## config.mk

```make
export PLATFORM = sky130hd
export DESIGN_NAME = reg_scoreboard
export DESIGN_NICKNAME = d
export VERILOG_FILES = /design/src/rtl/reg_scoreboard_pkg.sv /design/src/rtl/reg_scoreboard_pend_counter.sv /design/src/rtl/reg_scoreboard.sv
export SDC_FILE = /design/constraint.sdc
export NUM_CORES = 1
export LEC_CHECK = 0
export BUFFER_PORTS_ARGS = -buffer_cell sky130_fd_sc_hd__buf_4
export CORE_MARGIN = 1
export CORE_UTILIZATION = 33
export CTS_CLUSTER_SIZE = 40
export DETAILED_ROUTE_END_ITERATION = 8
export HOLD_SLACK_MARGIN = 0.12
export SYNTH_ARGS = -nofsm -noshare
export SYNTH_HDL_FRONTEND = slang
export SYNTH_SLANG_ARGS = --single-unit
```

## constraint.sdc

```tcl
create_clock -name clk -period 3.5 [get_ports clk]
set_input_delay 0.7 -clock clk [delete_from_list [all_inputs] [get_ports clk]]
set_output_delay 0.7 -clock clk [all_outputs]
set_load 0.01 [all_outputs]
```

## src/rtl/reg_scoreboard_pkg.sv

```systemverilog
// Shared sizing and counter-op decode for the register scoreboard.
// The optional REG_SCOREBOARD_WB_BYPASS_EN build is selected in reg_scoreboard.sv.
package reg_scoreboard_pkg;

    localparam int LEN_REGNO = 4;
    localparam int NUM_REG   = 2 ** LEN_REGNO;
    localparam int LEN_PEND  = 2;
    localparam logic [LEN_PEND-1:0] PEND_MAX = '1;

    typedef enum logic [1:0] {
        PEND_HOLD      = 2'd0,
        PEND_INC       = 2'd1,
        PEND_DEC       = 2'd2,
        PEND_UNDERFLOW = 2'd3
    } pend_op_e;

    // A simultaneous issue and writeback on one register cancel out, even at zero.
    function automatic pend_op_e pend_op(input logic inc, input logic dec, input logic zero);
        if (inc && !dec) begin
            return PEND_INC;
        end else if (dec && !inc) begin
            return zero ? PEND_UNDERFLOW : PEND_DEC;
        end
        return PEND_HOLD;
    endfunction

endpackage

```

## src/rtl/reg_scoreboard_pend_counter.sv

```systemverilog
// One per-register in-flight write counter. Overflow is prevented upstream by
// the saturation hazard; a release at zero holds the count and flags underflow.
module reg_scoreboard_pend_counter
    import reg_scoreboard_pkg::*;
(
    input  logic                clk,
    input  logic                rst,
    input  logic                inc,
    input  logic                dec,
    output logic [LEN_PEND-1:0] count,
    output logic                busy,
    output logic                full,
    output logic                underflow
);

    pend_op_e op;

    always_comb begin
        op = pend_op(inc, dec, count == '0);
    end

    always_ff @(posedge clk or negedge rst) begin
        if (!rst) begin
            count <= '0;
        end else begin
            case (op)
                PEND_INC: count <= count + LEN_PEND'(1);
                PEND_DEC: count <= count - LEN_PEND'(1);
                default:  count <= count;
            endcase
        end
    end

    assign busy      = (count != '0);
    assign full      = (count == PEND_MAX);
    assign underflow = (op == PEND_UNDERFLOW);

endmodule

```

## src/rtl/reg_scoreboard.sv

```systemverilog
// Issue-side RAW/saturation interlock with one pending-write counter per register.
// Define REG_SCOREBOARD_WB_BYPASS_EN to let a same-cycle writeback release the hazard.
module reg_scoreboard
    import reg_scoreboard_pkg::*;
(
    input  logic                 clk,
    input  logic                 rst,
    input  logic                 valid_i,
    input  logic [LEN_REGNO-1:0] rd_regno_i,
    input  logic [LEN_REGNO-1:0] rs_regno_i,
    input  logic                 rd_used_i,
    input  logic                 rs_used_i,
    input  logic                 writes_i,
    input  logic                 stall_i,
    output logic                 stall_o,
    output logic                 issue_o,
    input  logic                 wb_valid_i,
    input  logic [LEN_REGNO-1:0] wb_regno_i,
    output logic [NUM_REG-1:0]   busy_o,
    output logic                 reserved_o,
    output logic                 err_o
);

    // Handshake: the decoder holds an instruction while valid_i & stall_o; the
    // instruction transfers (issue_o) in any cycle with valid_i & ~stall_o.
    logic [LEN_PEND-1:0] pending [NUM_REG];
    logic [NUM_REG-1:0]  busy;
    logic [NUM_REG-1:0]  full;
    logic [NUM_REG-1:0]  underflow;
    logic [NUM_REG-1:0]  inc;
    logic [NUM_REG-1:0]  rel;
    logic [NUM_REG-1:0]  eff_busy;
    logic [NUM_REG-1:0]  eff_full;
    logic                hazard;
    logic                err;

    always_comb begin
        rel = '0;
        for (int n = 0; n < NUM_REG; n++) begin
            rel[n] = wb_valid_i && (wb_regno_i == LEN_REGNO'(n));
        end
    end

`ifdef REG_SCOREBOARD_WB_BYPASS_EN
    // A register whose last outstanding write retires this cycle is already free.
    always_comb begin
        eff_busy = '0;
        eff_full = '0;
        for (int n = 0; n < NUM_REG; n++) begin
            eff_busy[n] = (pending[n] > LEN_PEND'(1)) ||
                          ((pending[n] == LEN_PEND'(1)) && !rel[n]);
            eff_full[n] = full[n] && !rel[n];
        end
    end
`else
    always_comb begin
        eff_busy = busy;
        eff_full = full;
    end
`endif

    always_comb begin
        hazard  = (rd_used_i && eff_busy[rd_regno_i]) ||
                  (rs_used_i && eff_busy[rs_regno_i]) ||
                  (writes_i  && eff_full[rd_regno_i]);
        stall_o = stall_i || (valid_i && hazard);
        issue_o = valid_i && !hazard && !stall_i;
    end

    always_comb begin
        inc = '0;
        for (int n = 0; n < NUM_REG; n++) begin
            inc[n] = issue_o && writes_i && (rd_regno_i == LEN_REGNO'(n));
        end
    end

    for (genvar g = 0; g < NUM_REG; g++) begin : g_pend
        reg_scoreboard_pend_counter u_pend (
            .clk       (clk),
            .rst       (rst),
            .inc       (inc[g]),
            .dec       (rel[g]),
            .count     (pending[g]),
            .busy      (busy[g]),
            .full      (full[g]),
            .underflow (underflow[g])
        );
    end

    // Sticky until reset: a stray writeback means the pipe and scoreboard disagree.
    always_ff @(posedge clk or negedge rst) begin
        if (!rst) begin
            err <= 1'b0;
        end else if (|underflow) begin
            err <= 1'b1;
        end
    end

    assign busy_o     = busy;
    assign reserved_o = |busy;
    assign err_o      = err;

endmodule

```

======== Yosys cells after proc, flatten, opt, wreduce, memory -nomap -nowiden ========
Index checks and enable logic that the tools add are counted.
word-level totals
  flip-flop bits (word level) ............. 33
  input port bits ......................... 20
  output and inout port bits .............. 20
  logic and storage cells ................. 423
operators by class
  add/subtract/negate cells ............... 32
  magnitude comparators ................... 2
  eq/ne operators ......................... 94
  multiplexer cells ....................... 118
  reductions and logical operators ........ 160
operator list
  operator               number
  $eq A2 B2 Y1 const B   48
  $mux W2                48
  $logic_and A1 B1 Y1    71
  $eq A4 B4 Y1 const B   16
  $pmux W2 S2            16
  $reduce_bool A2 Y1     32
  $mux W1                51
  $logic_not A1 Y1       34
  $add A2 B1 Y2 const B  16
  $eq A2 B1 Y1 const B   16
  $eq A4 B3 Y1 const B   8
  $logic_not A2 Y1       16
  $reduce_or A16 Y1      2
  $sub A2 B1 Y2 const B  16
  $eq A4 B2 Y1 const B   4
  $bmux W1 S4            3
  $lt A4 B5 Y1 const B   2
  $eq A4 B1 Y1 const B   2
  $logic_not A4 Y1       2
  $logic_or A1 B1 Y1     3

======== Logic depth before layout (Yosys ltp) ========
  word-level depth ........................ 18
  mapped depth ............................ 17
  mapped depth without buffers ............ 13

======== Modules after synthesis ========
From an unflattened synthesis, not the netlist that was laid out.
second synthesis, totals
  cells, all modules ...................... 406
  area, all modules ....................... 3514.6 µm²
modules (own cells, without submodules)
  module                       instances  cells an instance  area an instance (µm²)  sequential area each (µm²)
  reg_scoreboard_pend_counter  16         18                 166.4                   50.0
  reg_scoreboard               1          118                852.1                   25.0

======== Worst setup path after synthesis ========
Ideal clock, no wire load.
  path type ............................... input to register
  start point ............................. input port rd_regno_i[1]
  end point ............................... register err, in the netlist err_o
  library setup time ...................... 0.139 ns
  arrival ................................. 3.685 ns
  data required time ...................... 3.361 ns
  slack ................................... -0.323 ns
  cell stages on the path ................. 14
  path buffers ............................ 2
  path through ............................ buf_2 > nor2b_1 > a21boi_0 > a221o_1 > a32o_2 > buf_6 > or4_1 > ha_1 > or2_2 > inv_1 > ha_1 > nor4_1 > nand4_1 > or4_1
on the way
  cells in the longest elaborated chain, start to end .. 17
  elaborated cells between the ends (all ways) .. 173
  classes of those cells .................. eq/ne (31); mux (68); reduce/logical (74)
RTL lines
  what                               line                               RTL
  start: declaration                 reg_scoreboard.sv:9                input logic [LEN_REGNO-1:0] rd_regno_i,
  $bmux W1 S4                        reg_scoreboard.sv:63               hazard = (rd_used_i && eff_busy[rd_regno_i]) ||
  $mux W1 (not written as such)      reg_scoreboard.sv:63
  $logic_and A1 B1 Y1                reg_scoreboard.sv:63
  $logic_or A1 B1 Y1                 reg_scoreboard.sv:63
  $logic_or A1 B1 Y1                 reg_scoreboard.sv:64               (rs_used_i && eff_busy[rs_regno_i]) ||
  $logic_not A1 Y1                   reg_scoreboard.sv:67               issue_o = valid_i && !hazard && !stall_i;
  $logic_and A1 B1 Y1 (2 in series)  reg_scoreboard.sv:67
  $logic_and A1 B1 Y1 (2 in series)  reg_scoreboard.sv:73               inc[n] = issue_o && writes_i && (rd_regno_i == LEN_REGNO'(n));
  $logic_not A1 Y1                   reg_scoreboard_pkg.sv:21           end else if (dec && !inc) begin
  $logic_and A1 B1 Y1                reg_scoreboard_pkg.sv:21
  $mux W1                            reg_scoreboard_pkg.sv:21
  $mux W1                            reg_scoreboard_pkg.sv:19           if (inc && !dec) begin
  $mux W2                            reg_scoreboard_pkg.sv:24           return PEND_HOLD;
  $eq A2 B2 Y1                       reg_scoreboard_pend_counter.sv:36  assign underflow = (op == PEND_UNDERFLOW);
  $reduce_or A16 Y1 *                reg_scoreboard.sv:94               end else if (|underflow) begin
  end signal: assignment             reg_scoreboard.sv:93               err <= 1'b0;
  end signal: assignment             reg_scoreboard.sv:95               err <= 1'b1;
  end: declaration                   reg_scoreboard.sv:35               logic err;
Mark *: on every way between the ends. The rest lies on a longest branch, timed or not. The select of a mux whose other input is x is not followed.
A chain may end at the register's enable or synchronous reset.

======== Final worst setup path ========
  start point ............................. input port rd_regno_i[0]
  end point ............................... register err, in the netlist err_o
The elaborated chain is that of the path after synthesis.

==> flow_summary.yaml <==
sta:
  relSlewSlack: 0.647
  finalHoldViolations: 0
  fin_crit_ns: 3.96
  fin_skew_ns: 0.00613
  rsz0062_at_grt: "true"
  fin_hold_ws_ns: 0.357
  setup_slack_ns: -0.459
  final-setup-viol-count: 11
  fin_setup_tns_ns: -1.43
  max_freq_mhz: 253
  drv_slew: 0
  worst_pin_slew_ns: 0.528
  finalCritPeriodShare: 1.13
yosys:
  avgSynthCellArea_um2: 8.49
  yosys.cell_types.count: 40
  yosys_warnings: 0
  synth-seq-cells: 33
  syn-num-nets: 517
  syn_area_um2: 3670
  synth_seq_area_share: 0.225
  netlist_instances: 433
global_route:
  grt_pass1_vias: 3624
  antenna_found_initial: 0
  grt_overflow_total: 0
  grt_use_met1: 0.290
  grt.total_usage: 0.214
  grt_pass1_wl_um: 18800
  grt_most_used_layer: "met2"
  grt_max_degree: 34
  use_met2: 0.350
  met3_usage: 0.0278
pwr:
  irDropWorstVdd_mv: 0.286
  finalPower_uw: 3170
  power.density_nw_per_um2: 553
  p_leak_uw: 0.00278
clock_network:
  cts.sinks: 33
  clockBufferDepth: 2
  insertion_delay_ns: 0.29
  root_buffer: "clkbuf_8"
  cts_made_buffers: 5
  h-tree-depth: 2
  cts_tree: "yes"
  clk_pin_slew_ns: 0.08
finish:
  seq_area_um2: 826
  layout_common_cells: "143 x buf_4, 50 x inv_1, 48 x nor2_1, 33 x dfrtp_1, 32 x ha_1"
  area_delta_synth_final_pct: 56.2
  antenna_cells: 0
  fin_nets: 656
  multi_input_area_um2: 3160
  nFillCells: 961
  design_area_um2: 5740
  fin_util: 0.529
  drive_gt1_frac: 0.475
  layout_commonest_cell: "buf_4"
placed_design:
  globalplace.congestion: 0.923
  postPlaceCellArea_um2: 4910
  dp_hpwl_um: 9040
  port_buffers: 39
worst_setup_path:
  cp_max_fo: 6
  r2r_setup_slack_ns: -0.40
  max_stage_delay_ns: 0.55
  critPathArrivalTime_ns: 4.13
  worst_setup_path_end_kind: "register"
  cp_top_family: "simple AND/OR/NAND/NOR gates"
  critPathBufInv: 3
  path_class: "input pin to register"
  slowest_stage: "or4_4"
  crit_chain: "buf_8 -> and3_4 -> a311o_1 -> a221o_1 -> a32o_4 -> buf_6 -> or4_4 -> ha_4 -> or2_4 -> inv_1 -> ha_2 -> nor4_4 -> nand4_1 -> or4_1"
  start_kind: "input pin"
  critical_path_required_ns: 3.67
run_status:
  failed_checks: "negative setup slack"
  status: "complete, but fails checks"
route:
  drc: 0
  routed_via_density: 5.09
  ant_nets: 0
  drt_iter0_markers: 209
  vias: 3628
  drtPass1Iterations: 4
  finalWirelength_um: 12100
  wl_per_cell_um: 17.0
worst_hold_path:
  hp-class: "input pin to asynchronous set/reset pin"
floorplan:
  die_h_um: 108
  num_rows: 38
  core-area_um2: 10800
  io_pins: 40
  die_x_um: 108
  initial_core_util: 0.339
  die_area_um2: 11600
job:
  maxCapViolCount: 0
-- final cells by class --
type / instances / share of cell area
inverter: 53 / 0.0353
multi-input combinational: 320 / 0.550
sequential: 33 / 0.144
tap: 140 / 0.0305
clock buffer: 7 / 0.0168
timing repair buffer: 159 / 0.222
clock inverter: 1 / 0.000872
-- worst reg2reg max path: stages (launching register included) --
cell and delay (ns):
dfrtp_1 0.38, nor2_1 0.28, mux4_2 0.29, o2111ai_1 0.25
a32o_4 0.41, buf_6 0.13, or4_4 0.55, ha_4 0.28
or2_4 0.12, inv_1 0.05, ha_2 0.17, nor4_4 0.29
nand4_1 0.15, or4_1 0.42
-- final timing paths --
kind                                                         from                                endpoint  cells after the start
max                                                 rd_regno_i[0]                       err_o$_DFFE_PN0P_                     14
min                                                           rst  g_pend[13].u_pend.count[0]$_DFFE_PN0P_                      1
max reg2reg                g_pend[10].u_pend.count[1]$_DFFE_PN0P_                       err_o$_DFFE_PN0P_                     13
min reg2reg                 g_pend[9].u_pend.count[1]$_DFFE_PN0P_   g_pend[9].u_pend.count[1]$_DFFE_PN0P_                      1
max in group asynchronous                                     rst   g_pend[6].u_pend.count[0]$_DFFE_PN0P_                      1
min in group clk            g_pend[9].u_pend.count[1]$_DFFE_PN0P_   g_pend[9].u_pend.count[1]$_DFFE_PN0P_                      1
-- state kept, by name, summed over array words and instances (netlist names) --
name	count
g_pend.u_pend.count	32
err_o	1
-- power by group --
part | internal [uW] | switching [uW]
clock network | 179 | 170
logic | 1120 | 974
registers | 573 | 161
-- kinds of logic (layout without fill, tap and decap cells) --
| kind of cell | after synthesis | in the layout | synth area share |
|---|---|---|---|
| AOI/OAI and AO/OA | 18 | 21 | 0.0443 |
| xor gates and xnor gates | 48 | 48 | 0.114 |
| adders and majority gates | 64 | 64 | 0.218 |
| buffers and inverters | 83 | 220 | 0.108 |
| DFF | 33 | 33 | 0.225 |
| muxes | 7 | 7 | 0.0429 |
| and+or+nand+nor | 180 | 180 | 0.248 |
-- metal layers --
layer | vias up | share of wire | routed length (um)
li1 | 1732 | - | -
met1 | 1719 | 0.43 | 5220
met2 | 144 | 0.47 | 5650
met3 | 33 | 0.072 | 869
met4 | 0 | 0.032 | 384
met5 | - | 0 | 0
-- what timing repair did --
item	CTS	global route
hold buffers	0	0
buffers inserted	3	4
endpoints found under the setup margin	34	24
pin swaps	61	55
resized for setup	62	48
cloned	2	1
-- stage by stage --
stage               worst slack, ns  cells
floorplan                    -0.292    433
global placement             -0.795    696
detailed placement           -0.886    696
CTS                          -0.400    708
global route                 -0.491    713
finish                       -0.459    713
-- cells in the mapped netlist (all sizes together) --
| library cell | number | area (um^2) |
|---|---|---|
| a211oi | 1 | 7.51 |
| a31oi | 1 | 6.26 |
| a32o | 1 | 11.3 |
| nor4 | 17 | 106 |
| xnor2 | 32 | 280 |
| nor3b | 1 | 7.51 |
| a211o | 1 | 8.76 |
| a221o | 1 | 10.0 |
| nand2 | 30 | 113 |
| or3 | 4 | 25.0 |
| nand4b | 1 | 8.76 |
| buf | 26 | 181 |
| and3 | 4 | 25.0 |
| or4 | 15 | 113 |
| nor2 | 57 | 214 |
| o31a | 1 | 8.76 |
| a21boi | 1 | 7.51 |
| or2 | 17 | 106 |
| a311o | 2 | 20.0 |
| xor2 | 16 | 140 |
| inv | 53 | 199 |
| a31o | 1 | 8.76 |
| ha | 64 | 801 |
| nand2b | 1 | 6.26 |
| a2111o | 3 | 33.8 |
| and4 | 1 | 8.76 |
| o2111ai | 2 | 17.5 |
| nand3b | 1 | 7.51 |
| mux4 | 7 | 158 |
| nor3 | 7 | 35.0 |
| dfrtp | 33 | 826 |
| nand4 | 6 | 37.5 |
| nor2b | 6 | 37.5 |
| clkbuf | 4 | 15.0 |
| a21oi | 1 | 5.00 |
| nand3 | 11 | 55.1 |
| and2 | 1 | 6.26 |
| a221oi | 2 | 17.5 |
Note: power is estimated with default switching activity, not from simulation.
